<file path="src/rtl/cmp3_bubble_sorter_pkg.sv">
// Shared widths and state encoding for the 3-bit bubble sorter and its comparator.
package cmp3_bubble_sorter_pkg;

   localparam int ELEM_W = 3;
   localparam int SWP_W  = 4;

   typedef enum logic [1:0] {
      IDLE = 2'd0,
      CMP  = 2'd1,
      DONE = 2'd2
   } state_t;

endpackage

</file>
<file path="src/rtl/comparator_3_bit.sv">
// Purely combinational 3-bit unsigned magnitude comparator with less/equal/greater flags.
module comparator_3_bit
   import cmp3_bubble_sorter_pkg::*;
(
   input  logic [ELEM_W-1:0] a,
   input  logic [ELEM_W-1:0] b,
   output logic              l,
   output logic              e,
   output logic              g
);

   assign l = (a < b);
   assign e = (a == b);
   assign g = (a > b);

endmodule

</file>
<file path="src/rtl/cmp3_bubble_sorter.sv">
// Bubble sorter for N packed 3-bit keys: one shared comparator, one adjacent pair per cycle,
// early exit on the first pass that makes no swap.
module cmp3_bubble_sorter
   import cmp3_bubble_sorter_pkg::*;
#(
   parameter int N = 4
)
(
   input  logic                  clk,
   input  logic                  rst_n,
   input  logic                  start,
   input  logic [ELEM_W*N-1:0]   data_in,
   output logic                  busy,
   output logic                  done,
   output logic [ELEM_W*N-1:0]   data_out,
   output logic [SWP_W-1:0]      swap_count
);

   localparam int               IDX_W = (N > 2) ? $clog2(N) : 1;
   localparam logic [IDX_W-1:0] LAST  = IDX_W'(N - 2);

   state_t               state;
   logic [ELEM_W-1:0]    arr     [N];
   logic [ELEM_W-1:0]    arr_nxt [N];
   logic [IDX_W-1:0]     pass;
   logic [IDX_W-1:0]     idx;
   logic [IDX_W-1:0]     idx_nxt;
   logic [SWP_W-1:0]     swaps;
   logic [SWP_W-1:0]     swaps_nxt;
   logic                 pass_swapped;
   logic [ELEM_W-1:0]    cmp_a;
   logic [ELEM_W-1:0]    cmp_b;
   logic                 lt;
   logic                 eq;
   logic                 gt;
   logic                 do_swap;
   logic                 pass_end;
   logic                 sort_end;
   logic [ELEM_W*N-1:0]  packed_nxt;

   assign idx_nxt = idx + IDX_W'(1);
   assign cmp_a   = arr[idx];
   assign cmp_b   = arr[idx_nxt];

   comparator_3_bit u_cmp (
      .a (cmp_a),
      .b (cmp_b),
      .l (lt),
      .e (eq),
      .g (gt)
   );

   // Swap only on a strict G so equal keys never move, which keeps the sort stable.
   assign do_swap   = gt & ~(lt | eq);
   assign swaps_nxt = swaps + SWP_W'(do_swap);
   assign pass_end  = ((idx + pass) >= LAST);
   assign sort_end  = ~(pass_swapped | do_swap) | (pass == LAST);

   always_comb begin
      arr_nxt    = arr;
      packed_nxt = '0;
      if (do_swap) begin
         arr_nxt[idx]     = cmp_b;
         arr_nxt[idx_nxt] = cmp_a;
      end
      for (int i = 0; i < N; i++) begin
         packed_nxt[ELEM_W*i +: ELEM_W] = arr_nxt[i];
      end
   end

   always_ff @(posedge clk or negedge rst_n) begin
      if (!rst_n) begin
         state        <= IDLE;
         busy         <= 1'b0;
         done         <= 1'b0;
         data_out     <= '0;
         swap_count   <= '0;
         pass         <= '0;
         idx          <= '0;
         swaps        <= '0;
         pass_swapped <= 1'b0;
         for (int i = 0; i < N; i++) begin
            arr[i] <= '0;
         end
      end else begin
         done <= 1'b0;
         case (state)
            IDLE: begin
               if (start) begin
                  for (int i = 0; i < N; i++) begin
                     arr[i] <= data_in[ELEM_W*i +: ELEM_W];
                  end
                  pass         <= '0;
                  idx          <= '0;
                  swaps        <= '0;
                  pass_swapped <= 1'b0;
                  busy         <= 1'b1;
                  state        <= CMP;
               end
            end
            CMP: begin
               arr          <= arr_nxt;
               swaps        <= swaps_nxt;
               pass_swapped <= pass_swapped | do_swap;
               if (!pass_end) begin
                  idx <= idx_nxt;
               end else if (sort_end) begin
                  // Results are taken from the post-swap array so the last compare counts.
                  data_out   <= packed_nxt;
                  swap_count <= swaps_nxt;
                  done       <= 1'b1;
                  state      <= DONE;
               end else begin
                  pass         <= pass + IDX_W'(1);
                  idx          <= '0;
                  pass_swapped <= 1'b0;
               end
            end
            DONE: begin
               busy  <= 1'b0;
               state <= IDLE;
            end
            default: begin
               busy  <= 1'b0;
               state <= IDLE;
            end
         endcase
      end
   end

endmodule

</file>
<file path="config.mk">
export PLATFORM = sky130hd
export DESIGN_NAME = cmp3_bubble_sorter
export DESIGN_NICKNAME = d
export VERILOG_FILES = /design/src/rtl/cmp3_bubble_sorter_pkg.sv /design/src/rtl/comparator_3_bit.sv /design/src/rtl/cmp3_bubble_sorter.sv
export SDC_FILE = /design/constraint.sdc
export NUM_CORES = 1
export LEC_CHECK = 0
export ABC_AREA = 1
export BUFFER_PORTS_ARGS = -buffer_cell sky130_fd_sc_hd__buf_2
export CAP_MARGIN = 30
export CELL_PAD_IN_SITES_DETAIL_PLACEMENT = 1
export CELL_PAD_IN_SITES_GLOBAL_PLACEMENT = 2
export CORE_MARGIN = 2
export CORE_UTILIZATION = 35
export DETAILED_ROUTE_END_ITERATION = 8
export HOLD_SLACK_MARGIN = 0.08
export PLACE_DENSITY_LB_ADDON = 0.1
export SLEW_MARGIN = 10
export SYNTH_ARGS = -nofsm -noshare
export SYNTH_HDL_FRONTEND = slang
export SYNTH_HIERARCHICAL = 1
export SYNTH_SLANG_ARGS = --single-unit
</file>
<file path="constraint.sdc">
create_clock -name clk -period 9.02 [get_ports clk]
set_input_delay 1.353 -clock clk [delete_from_list [all_inputs] [get_ports clk]]
set_output_delay 1.353 -clock clk [all_outputs]
set_load 0.05 [all_outputs]
</file>
Yosys cells after proc, flatten, opt, wreduce, memory -nomap -nowiden

Index checks and enable logic that the tools add are counted.

Flip-flop bits (word level): 41
Input port bits: 15
Output and inout bits: 18
Word-level logic and storage cells: 88

Add/sub/neg operators: 4
Order comparisons: 7
Eq/ne operators: 8
Multiplexer cells: 37
Bitwise operators: 9
Reduce and logical (&&, ||, !) cells: 10

Operators with widths:

| operator                                                   | number |
|---|---|
| bitwise mux 12 bit                                         | 2 |
| two-way mux 12 bit                                         | 2 |
| one-hot mux 12 bit (2 select lines)                        | 1 |
| two-way mux 3 bit                                          | 6 |
| two-way mux 2 bit                                          | 8 |
| binary-select mux 3 bit (select 2 bit)                     | 2 |
| demux 3 bit (select 2 bit)                                 | 2 |
| one-hot mux 2 bit (2 select lines)                         | 3 |
| AND reduction 3 bit                                        | 3 |
| inequality test 2 bit, second input constant               | 4 |
| one-hot mux 4 bit (2 select lines)                         | 1 |
| two-way mux 1 bit                                          | 7 |
| greater-or-equal comparator 3 bit, second input constant   | 2 |
| less-than comparator 3 x 1 -> 1 bit, second input constant | 2 |
| NOT 2 -> 3 bit                                             | 2 |
| adder 2 x 1 -> 2 bit, second input constant                | 2 |
| adder 4 x 1 -> 4 bit                                       | 1 |
| two-way mux 4 bit                                          | 1 |
| one-hot mux 1 bit (2 select lines)                         | 2 |
| AND reduction 2 bit                                        | 2 |
| AND reduction 4 bit                                        | 1 |
| == test 3 bit                                              | 1 |
| > comparator 3 bit                                         | 1 |
| less-than comparator 3 bit                                 | 1 |
| 11 further kinds                                           | 16 |

Longest topological paths before layout

Depth in word-level cells: 15
Depth in mapped cells: 24
Depth with buffers taken out: 21

Modules after synthesis

The synthesis kept the hierarchy.

By module, submodules not included:

| module             | instances | cells an instance | area each (um^2) | seq. area each (um^2) |
|---|---|---|---|---|
| cmp3_bubble_sorter | 1         | 362               | 2560.0           | 1026.0 |
| comparator_3_bit   | 1         | 15                | 95.1             | 0.0 |

Least setup slack after synthesis

Ideal clock, no wire load.

Kind: register to register
From: register idx[0]
To: register swaps[2]
Library setup time: 136 ps
Arrival time: 3029 ps
Data required time: 8884 ps
Slack: 5855 ps
Stages on the path, launching flop included: 23
Path buffers: 3
Period minus slack after synthesis: 3165 ps
Path through: dfrtp_1 > buf_6 > inv_2 > buf_4 > ha_1 > inv_1 > nand3_1 > nand2_2 > inv_1 > inv_1 > ha_1 > nand2_1 > nand2_1 > nor2_2 > nor2_1 > nand2_1 > inv_1 > buf_4 > ha_1 > ha_1 > xor2_1 > inv_1 > o21ai_0

Cells in the longest elaborated chain, start to end: 11
Elaborated cells on any way between the ends: 17
Classes of those cells: add/sub (2); order compare (2); eq/ne (1); mux (7); bitwise (5)

RTL lines:

| item                                                  | line                      | text |
|---|---|---|
| from (decl)                                           | cmp3_bubble_sorter.sv:26  | `logic [IDX_W-1:0] idx;` |
| from (signal assigned)                                | cmp3_bubble_sorter.sv:106 | `idx <= idx_nxt;` |
| adder 2 x 1 -> 2 bit                                  | cmp3_bubble_sorter.sv:41  | `assign idx_nxt = idx + IDX_W'(1);` |
| NOT 2 -> 3 bit (implied by the code)                  | cmp3_bubble_sorter.sv:43  | `assign cmp_b = arr[idx_nxt];` |
| binary-select mux 3 bit (select 2 bit)                | cmp3_bubble_sorter.sv:43  |  |
| two-way mux 3 bit (implied by the code) (2 in series) | cmp3_bubble_sorter.sv:43  |  |
| named net cmp_b[2]                                    | cmp3_bubble_sorter.sv:32  | `logic [ELEM_W-1:0] cmp_b;` |
| less-than comparator 3 bit                            | comparator_3_bit.sv:12    | `assign l = (a < b);` |
| named net lt                                          | cmp3_bubble_sorter.sv:33  | `logic lt;` |
| bitwise OR 1 bit                                      | cmp3_bubble_sorter.sv:54  | `assign do_swap = gt & ~(lt \| eq);` |
| NOT 1 bit                                             | cmp3_bubble_sorter.sv:54  |  |
| AND 1 bit                                             | cmp3_bubble_sorter.sv:54  |  |
| adder 4 x 1 -> 4 bit                                  | cmp3_bubble_sorter.sv:55  | `assign swaps_nxt = swaps + SWP_W'(do_swap);` |
| one-hot mux 4 bit (2 select lines)                    | cmp3_bubble_sorter.sv:87  | `case (state)` |
| to (signal assigned)                                  | cmp3_bubble_sorter.sv:103 | `swaps <= swaps_nxt;` |
| to (decl)                                             | cmp3_bubble_sorter.sv:28  | `logic [SWP_W-1:0] swaps;` |

The timed path passes the listed nets, and every way through them passes these cells. The select of a mux whose other input is x is not followed.
A chain may end at the register's enable or synchronous reset.

Worst setup path in the final report

Ends and elaborated chain as after synthesis.

==> flow_summary.json <==
{
  "status": "finished, final reports clean",
  "syn2layout_area_growth_pct": 13.8,
  "start_kind": "flip-flop",
  "maxCapViolCount": 0,
  "crit_path_cell_trace": "inv_2 -> ha_1 -> inv_1 -> nand3_1 -> nand2_2 -> inv_1 -> inv_1 -> ha_1 -> nand2_1 -> nand2_1 -> nor2_2 -> nor2_1 -> nand2_1 -> inv_1 -> ha_1 -> ha_1 -> xor2_1 -> inv_1 -> o21ai_0",
  "syn_area_sq_mm": 0.00266,
  "async_flop_share_pct": 100,
  "seq_area_sq_mm": 0.00103,
  "grt_pass1_wl_microns": 13200,
  "hold_violations": 0,
  "syn-instance-count": 377,
  "setup_viol_count_final": 0,
  "cts_setup_buffers": 0,
  "cp.arrival_ns": 4.19,
  "synth_ff_type": "dfrtp_1",
  "ys_ff_latch": 41,
  "port_buffers": 32,
  "cts_tree": "done",
  "cts_sinks": 41,
  "n_antenna_cell": 0,
  "ant_nets": 0,
  "final_cell_mix": "146 x nand2_1, 46 x nand3_1, 46 x inv_1",
  "ff2ff_setup_slack_ns": 5.05,
  "num_vias": 2445,
  "ctsHoldBuffers": 0,
  "io-pin-count": 33,
  "syn_nets": 406,
  "routabilityCongestion": 0.887,
  "critPathBufInv": 6,
  "drtPass1Iterations": 4,
  "max_slew_margin_pct": 58.4,
  "ys_types": 29,
  "coreArea_sq_mm": 0.00729,
  "cts_resized": 0,
  "tightest_slew_ns": 0.624,
  "fill_cells": 985,
  "cp_data_required_time_ns": 9.23,
  "fin_crit_sh_pct": 44.1,
  "layout-drive-gt1-share_pct": 14.4,
  "cts.reportedPaths.clkPinSlew_ns": 0.08,
  "ys_seq_area_share_pct": 38.6,
  "die_y_microns": 91.1,
  "h-tree-depth": 2,
  "antenna_found_initial": 0,
  "dp_hpwl_microns": 5740,
  "ys_warn_count": 6,
  "placementRows": 31,
  "grt_max_degree": 27,
  "fin_skew_ns": 0.00385,
  "fin_setup_tns_ns": 0,
  "syn_avg_cell_area_sq_um": 7.04,
  "synth_edf_count": 0,
  "cts.path.max_buffers": 2,
  "timing.fmax_mhz": 252,
  "rsz0062_at_grt": "no",
  "drt_wl_total_microns": 7550,
  "min_period_ns": 3.97,
  "clock-root-buffer": "clkbuf_8",
  "multi_input_area_sq_mm": 0.00137,
  "worstSetupPathType": "flip-flop to flip-flop",
  "remaining_drc_errors": 0,
  "drtIter0Drc": 41,
  "fin_nets": 437,
  "path_max_fanout": 20,
  "wl_per_cell_microns": 14.9,
  "layout_commonest_cell": "nand2_1",
  "grt_overflow": 0,
  "via_per_inst": 4.81,
  "die_width_microns": 91.1,
  "tritoncts.num_buffers": 5,
  "initial_core_util_pct": 36.4,
  "track_usage_pct": 19.8,
  "slew_violations": 0,
  "grt_pass1_vias": 2586,
  "slowest_delay_ns": 0.75,
  "hp-class": "flip-flop to flip-flop",
  "worst_setup_path_end_kind": "flip-flop",
  "clk_latency_ns": 0.30,
  "crit_path_top_delay_cell": "dfrtp_1",
  "dieArea_sq_mm": 0.00830,
  "crit_path_frequent_cell": "inv_1",
  "critical_path.top_delay_family": "adder cells"
}
-- worst paths after layout --
check	startpoint	to	cells after the start
worst min-delay path	data_out[10]$_DFFE_PN0P_	data_out[10]$_DFFE_PN0P_	2
worst max register to register	idx[0]$_DFFE_PN0P_	swaps[2]$_DFFE_PN0P_	19
max in group asynchronous	rst_n	arr[4]$_DFFE_PN0P_	2
worst min register to register	data_out[10]$_DFFE_PN0P_	data_out[10]$_DFFE_PN0P_	2
min in group asynchronous	rst_n	swap_count[1]$_DFFE_PN0P_	1
worst max-delay path	idx[0]$_DFFE_PN0P_	swaps[2]$_DFFE_PN0P_	19
-- metal layers --
| metal | share of wire, % | vias to the layer above | global-route usage (%) | wire, microns |
|---|---|---|---|---|
| met5 | 0 | - | 0 | 0 |
| met4 | 0.98 | 0 | 4.55 | 74 |
| met3 | 1.5 | 6 | 2.82 | 114 |
| met2 | 48 | 17 | 34.3 | 3630 |
| met1 | 49 | 1183 | 26.3 | 3730 |
| li1 | - | 1239 | - | - |
-- logic make-up after synthesis --
kind of cell | count (synthesis) | share of synthesized area, %
AND/OR/NAND/NOR | 219 | 34.5
AO/OA/AOI/OAI | 39 | 8.25
XOR/XNOR | 5 | 2.22
buffers and inverters | 59 | 9.80
flip-flops | 41 | 38.6
adder cells (fa/ha/maj) | 14 | 6.60
-- synth_stat cells (3+ instances only) --
library cell    n  area [sq um]
nand2_1       146           548
inv_1          46           173
nand3_1        46           230
dfrtp_1        41          1030
o21ai_0        21           105
nor2_1         17          63.8
ha_1           14           175
a21oi_1         8          40.0
nor2_2          4          25.0
o21ai_2         4          35.0
buf_2           3          15.0
buf_4           3          22.5
buf_6           3          33.8
-- final cells by class --
class | instances | share of cell area, %
Clock buffer | 7 | 2.86
Clock inverter | 1 | 0.994
Inverter | 48 | 6.00
Multi-Input combinational cell | 277 | 45.4
Tap cell | 99 | 4.10
Sequential cell | 41 | 34.0
Timing Repair Buffer | 35 | 6.71
-- through the flow --
step | std cells | util [%] | setup WS [ns] | cell area, sq um | hold slack (ns)
after floorplan | 377 | - | 5.86 | 2660 | 0.459
after global placement | 498 | 39.4 | 5.26 | 2870 | 0.461
after detailed placement | 499 | 39.6 | 5.04 | 2890 | 0.465
after CTS | 507 | 41.2 | 4.98 | 3010 | 0.488
after global routing | 508 | 41.4 | 4.53 | 3020 | 0.508
final | 508 | 41.4 | 5.05 | 3020 | 0.479
-- flip-flops by register name, indices dropped and copies added, names as in the netlist --
| register | count |
|---|---|
| arr | 12 |
| data_out | 12 |
| swap_count | 4 |
| swaps | 4 |
| idx | 2 |
| pass | 2 |
| state | 2 |
| busy | 1 |
| done | 1 |
| pass_swapped | 1 |
-- worst register-to-register path: stages, from the launching register on --
cell and delay (ns):
dfrtp_1 0.75, inv_2 0.27, ha_1 0.41, inv_1 0.10, nand3_1 0.10, nand2_2 0.09
inv_1 0.07, inv_1 0.04, ha_1 0.29, nand2_1 0.09, nand2_1 0.06, nor2_2 0.15
nor2_1 0.06, nand2_1 0.25, inv_1 0.30, ha_1 0.31, ha_1 0.19, xor2_1 0.13
inv_1 0.08, o21ai_0 0.15
Power is left out: the tool's default activity adds up to more than one toggle a clock period on the data nets, which glitch-free logic cannot reach.
